$ cat config.mk
export PLATFORM = sky130hd
export DESIGN_NAME = cache_mem_arbiter
export DESIGN_NICKNAME = d
export VERILOG_FILES = /design/src/rtl/cache_mux_types.sv /design/src/rtl/burst_line_buffer.sv /design/src/rtl/cache_mem_arbiter.sv
export SDC_FILE = /design/constraint.sdc
export NUM_CORES = 1
export LEC_CHECK = 0
export CAP_MARGIN = 30
export CORE_AREA = 2 2 394 396
export DETAILED_ROUTE_END_ITERATION = 7
export DIE_AREA = 0 0 396 398
export SLEW_MARGIN = 20
export SYNTH_ARGS = -nofsm -noshare
export SYNTH_HDL_FRONTEND = slang
export SYNTH_SLANG_ARGS = --single-unit
$ cat constraint.sdc
create_clock -name clk -period 4 [get_ports clk]
set_clock_uncertainty 0.2 [all_clocks]
set_input_delay 0.4 -clock clk [delete_from_list [all_inputs] [get_ports clk]]
set_output_delay 0.4 -clock clk [all_outputs]
set_load 0.1 [all_outputs]
$ cat src/rtl/cache_mux_types.sv
// Shared types and constants for the cache-to-memory arbiter slice.
package cache_mux_types;

  localparam int LINE_WIDTH  = 256;
  localparam int BEAT_WIDTH  = 64;
  localparam int BURST_BEATS = 4;
  localparam int BEAT_IDX_W  = $clog2(BURST_BEATS);
  localparam int OFFSET_BITS = $clog2(LINE_WIDTH / 8);

  localparam logic [BEAT_IDX_W-1:0] LAST_BEAT = BEAT_IDX_W'(BURST_BEATS - 1);

  typedef enum logic [2:0] {
    IDLE,
    I_READ,
    D_READ,
    D_WRITE,
    RESP_I,
    RESP_D
  } arb_state_t;

  // Line-aligned base address: byte offset within the line cleared.
  function automatic logic [31:0] line_base(input logic [31:0] addr);
    return {addr[31:OFFSET_BITS], OFFSET_BITS'(0)};
  endfunction

endpackage

$ cat src/rtl/burst_line_buffer.sv
// 256-bit line buffer with a beat counter; assembles read bursts and
// serialises write-back lines one 64-bit beat at a time.
module burst_line_buffer
  import cache_mux_types::*;
(
  input  logic                  clk,
  input  logic                  rst,
  input  logic                  clear_beat,
  input  logic                  advance,
  input  logic                  load_line,
  input  logic [LINE_WIDTH-1:0] line_in,
  input  logic                  write_beat,
  input  logic [BEAT_WIDTH-1:0] beat_in,
  output logic [BEAT_IDX_W-1:0] beat_sel,
  output logic [BEAT_WIDTH-1:0] beat_out,
  output logic [LINE_WIDTH-1:0] line_out
);

  logic [LINE_WIDTH-1:0] line_q;
  logic [BEAT_IDX_W-1:0] beat_q;

  // NOTE: the wide line register is reset on purpose so both rdata ports read zero out of reset.
  always_ff @(posedge clk or negedge rst) begin
    if (!rst) begin
      line_q <= '0;
      beat_q <= '0;
    end else begin
      if (load_line) begin
        line_q <= line_in;
      end else if (write_beat) begin
        line_q[int'(beat_q)*BEAT_WIDTH +: BEAT_WIDTH] <= beat_in;
      end
      if (clear_beat) begin
        beat_q <= '0;
      end else if (advance) begin
        beat_q <= beat_q + BEAT_IDX_W'(1);
      end
    end
  end

  assign beat_sel = beat_q;
  assign beat_out = line_q[int'(beat_q)*BEAT_WIDTH +: BEAT_WIDTH];
  assign line_out = line_q;

endmodule

$ cat src/rtl/cache_mem_arbiter.sv
// Arbitrates I-cache and D-cache line requests onto one 64-bit burst memory
// port; alternates grants when both sides are pending.
module cache_mem_arbiter
  import cache_mux_types::*;
(
  input  logic                  clk,
  input  logic                  rst,
  input  logic                  i_pmem_read,
  input  logic [31:0]           i_pmem_address,
  output logic [LINE_WIDTH-1:0] i_pmem_rdata,
  output logic                  i_pmem_resp,
  input  logic                  d_pmem_read,
  input  logic                  d_pmem_write,
  input  logic [31:0]           d_pmem_address,
  input  logic [LINE_WIDTH-1:0] d_pmem_wdata,
  output logic [LINE_WIDTH-1:0] d_pmem_rdata,
  output logic                  d_pmem_resp,
  output logic                  mem_read,
  output logic                  mem_write,
  output logic [31:0]           mem_address,
  output logic [BEAT_WIDTH-1:0] mem_wdata,
  input  logic [BEAT_WIDTH-1:0] mem_rdata,
  input  logic                  mem_resp
);

  arb_state_t            state, next_state;
  logic                  last_d;
  logic [31:0]           addr_q;
  logic [BEAT_IDX_W-1:0] beat;
  logic [BEAT_WIDTH-1:0] beat_word;
  logic [LINE_WIDTH-1:0] line;
  logic                  d_req, i_req, in_read, in_burst, last_resp, grant;

  assign d_req     = d_pmem_read | d_pmem_write;
  assign i_req     = i_pmem_read;
  assign in_read   = (state == I_READ) || (state == D_READ);
  assign in_burst  = in_read || (state == D_WRITE);
  assign last_resp = in_burst && mem_resp && (beat == LAST_BEAT);
  assign grant     = (state == IDLE) && (next_state != IDLE);

  // NOTE: registers take non-blocking assignments; the always_comb below uses blocking ones.
  always_ff @(posedge clk or negedge rst) begin
    if (!rst) begin
      state <= IDLE;
    end else begin
      state <= next_state;
    end
  end

  // NOTE: next_state is defaulted before the case so no path can infer a latch.
  always_comb begin
    next_state = state;
    case (state)
      IDLE: begin
        // D wins unless I is also pending and D was the side served last.
        if (d_req && (!i_req || !last_d)) begin
          next_state = d_pmem_write ? D_WRITE : D_READ;
        end else if (i_req) begin
          next_state = I_READ;
        end
      end
      I_READ:          if (last_resp) next_state = RESP_I;
      D_READ, D_WRITE: if (last_resp) next_state = RESP_D;
      RESP_I, RESP_D:  next_state = IDLE;
      default:         next_state = IDLE;
    endcase
  end

  always_ff @(posedge clk or negedge rst) begin
    if (!rst) begin
      addr_q <= '0;
      last_d <= 1'b0;
    end else begin
      if (grant) begin
        addr_q <= line_base((next_state == I_READ) ? i_pmem_address : d_pmem_address);
      end
      if (last_resp) begin
        last_d <= (state != I_READ);
      end
    end
  end

  burst_line_buffer u_line_buffer (
    .clk        (clk),
    .rst        (rst),
    .clear_beat (grant),
    .advance    (in_burst && mem_resp),
    .load_line  (grant && (next_state == D_WRITE)),
    .line_in    (d_pmem_wdata),
    .write_beat (in_read && mem_resp),
    .beat_in    (mem_rdata),
    .beat_sel   (beat),
    .beat_out   (beat_word),
    .line_out   (line)
  );

  assign mem_read     = in_read;
  assign mem_write    = (state == D_WRITE);
  assign mem_address  = addr_q;
  assign mem_wdata    = mem_write ? beat_word : '0;
  assign i_pmem_resp  = (state == RESP_I);
  assign d_pmem_resp  = (state == RESP_D);
  assign i_pmem_rdata = line;
  assign d_pmem_rdata = line;

endmodule

==> results.yml <==
worst_setup_path:
  cp_common_cell: "buf_4"
  endpoint_kind: "output pin"
  cp.arrival_ns: 2.87
  slowest_delay_ns: 0.67
  crit_buf_inv: 2
  cp_top_family: "buffers and inverters"
  path_class: "flip-flop to output pin"
  r2r.worst_path.cells: 6
  rr_startpoint: "u_line_buffer.beat_sel[1]"
  cp-start-kind: "flip-flop"
  cp.required_ns: 3.40
  critPathMaxFanout: 18
  crit_chain: "buf_4 > mux4_2 > nor2b_1 > buf_4"
  rrSetupSlack_ns: 0.87
  cp_slowest_cell: "dfrtp_4"
  r2r_end: "mem_address[13]"
yosys:
  ys.flop_type: "dfrtp_1"
  synth.avg_cell_area_um2: 9.270
  netlist.area_leader.share_pct: 42.01
  ys_types: 44
  synth-seq-cells: 289
  async_flop_share_pct: 100.0
  synth_edf_count: 0
  synth_area_leader_cell: "dfrtp_1"
  yosysSeqAreaShare_pct: 42.01
  yosysWarnings: 0
  synthesis.area_um2: 17220
  synth_area_leaders: "dfrtp_1 (42%), buf_4 (12%), mux4_2 (8.4%), nand2_1 (7.5%), nor2_1 (5.1%)"
  netlist_instances: 1857
global_route:
  gr-total-overflow: 0
  grt_max_degree: 83
  grt_pass1_wl_mm: 180.9
  grt_usage_pct: 17.04
  grt_pass1_vias: 18530
  antenna_found_initial: 47
drt:
  finalWirelength_mm: 140.4
  ant_nets: 0
  viasPerCell: 4.065
  wire_per_inst_um: 30.13
  drc: 0
  vias: 18940
  first_pass_iters: 6
  drt_iter0_markers: 1717
timing:
  period_needed_ns: 3.472
  setup_viol: 0
  tns_ns: 0
  tightest_slew_ns: 1.052
  fmax_ghz: 0.2880
  finalWorstSetupSlack_ns: 0.5276
  max_slew_margin_pct: 29.68
  hold_viol: 0
  rsz0062_at_grt: "false"
  maxSlewViolCount: 0
  fin_crit_sh_pct: 86.81
floorplanning:
  core-area_um2: 153300
  start_util_pct: 11.23
  fp-row-count: 144
  dieArea_um2: 157600
  io_pins: 1002
  die_h_um: 398
  die_w_um: 396
final_layout:
  layout_common_cells: "clkdlybuf4s50_1 (853), nand2_1 (341), dfrtp_1 (287)"
  drive_above_1_share_pct: 15.39
  final_cells: 4659
  nFillCells: 16840
  fin_nets: 2974
  final_common_cell: "clkdlybuf4s50_1"
  syn_to_final_growth_pct: 73.70
hold_path:
  holdPathStages: 3
  holdCritPathClass: "input pin to flip-flop"
  whs_endpoint: "u_line_buffer.line_out[190]"
  hold_start: "d_pmem_wdata[190]"
place:
  hpwlAfterDp_mm: 110.2
  place_ws_ns: 0.7313
  place.gp.congestion: 0.9970
  dpl.cell_count: 4580
  port_buffers: 986
clocking:
  cts-root-buf: "clkbuf_16"
  insertion_delay_ns: 0.61
  cts_tree: "done"
  clk_pin_slew_worst_paths_ns: 0.06
  cts_sinks: 289
  cts_inserted_buffers: 40
  cts_setup_buffers: 0
  h-tree-depth: 2
  cts.path.max_buffers: 3
job:
  cap_violations: 0
outcome:
  status: "finished, final reports clean"
-- flip-flops by register name, summed over array words and instances (netlist names) --
name                    cells
mem_address                27
u_line_buffer.beat_sel      2
u_line_buffer.line_out    256
last_d                      1
state                       3
-- per-layer routing --
layer	share of wire, %	global-route usage, %	vias to the layer above
li1	-	-	7756
met1	42	22.25	9536
met2	46	26.89	1360
met3	8.9	4.844	263
met4	3.7	5.602	24
met5	0.12	0	-
-- layout make-up --
type,count,area (µm²),share of cell area (%)
Antenna cell,10,25.02,0.08369
Timing Repair Buffer,1089,11250,37.63
Clock inverter,16,259.0,0.8661
Sequential cell,289,7239,24.21
Tap cell,2044,2557,8.553
Inverter,5,18.77,0.06276
Clock buffer,52,1117,3.737
Multi-Input combinational cell,1154,7432,24.85
-- cells in the mapped netlist (27+ instances only) --
library cell and number:
nand2_1 342, dfrtp_1 289, buf_4 274, nor2_1 236
a22oi_1 96, nand3_1 89, a31oi_1 85, a221oi_1 73
nor2b_1 66, mux4_2 64, buf_2 63, clkbuf_1 61
o311ai_0 27
-- through the flow --
step | area [µm²] | utilization [%] | hold slack [ns]
2_1_floorplan | 17230 | - | -0.09559
3_3_place_gp | 27500 | 17.94 | 0.2654
3_5_place_dp | 28490 | 18.58 | 0.2604
4_1_cts | 29880 | 19.49 | 0.06041
5_1_grt | 29880 | 19.49 | 0.1064
6_report | 29900 | 19.50 | 0.1198
-- worst min-delay path, delay by kind of cell --
kind	cells	cell delay [ns]
and+or+nand+nor	2	0.10
buffers and inverters	1	0.39
-- timing repair --
action	CTS	global route
hold buffers	1	0
gates resized for setup	0	0
hold endpoints to repair	76	0
-- how the worst max path moves through the flow --
stage,from,endpoint,slack [ns],depth (start not counted)
CTS,u_line_buffer.beat_sel[0],mem_wdata[45],0.40,4
finish,u_line_buffer.beat_sel[0],mem_wdata[45],0.53,4
global placement,mem_resp,u_line_buffer.line_out[139],0.79,7
floorplan,u_line_buffer.line_out[80],mem_wdata[16],0.71,2
global route,u_line_buffer.beat_sel[0],mem_wdata[45],0.36,4
detailed placement,mem_resp,u_line_buffer.line_out[140],0.73,7
-- kinds of logic (layout without fill, tap and decap cells) --
family / after synthesis / count (layout) / synth area share [%]
AOI/OAI and AO/OA: 322 / 322 / 14.66
xor gates and xnor gates: 2 / 2 / 0.1454
adders and majority gates: 5 / 5 / 0.3634
buffers and inverters: 418 / 1162 / 15.73
DFF: 289 / 289 / 42.01
muxes: 65 / 65 / 8.431
other: 1 / 15 / 0.02178
and+or+nand+nor: 755 / 755 / 18.64
Power is left out: the tool's default activity adds up to more than one toggle a clock period on the data nets, which glitch-free logic cannot reach.
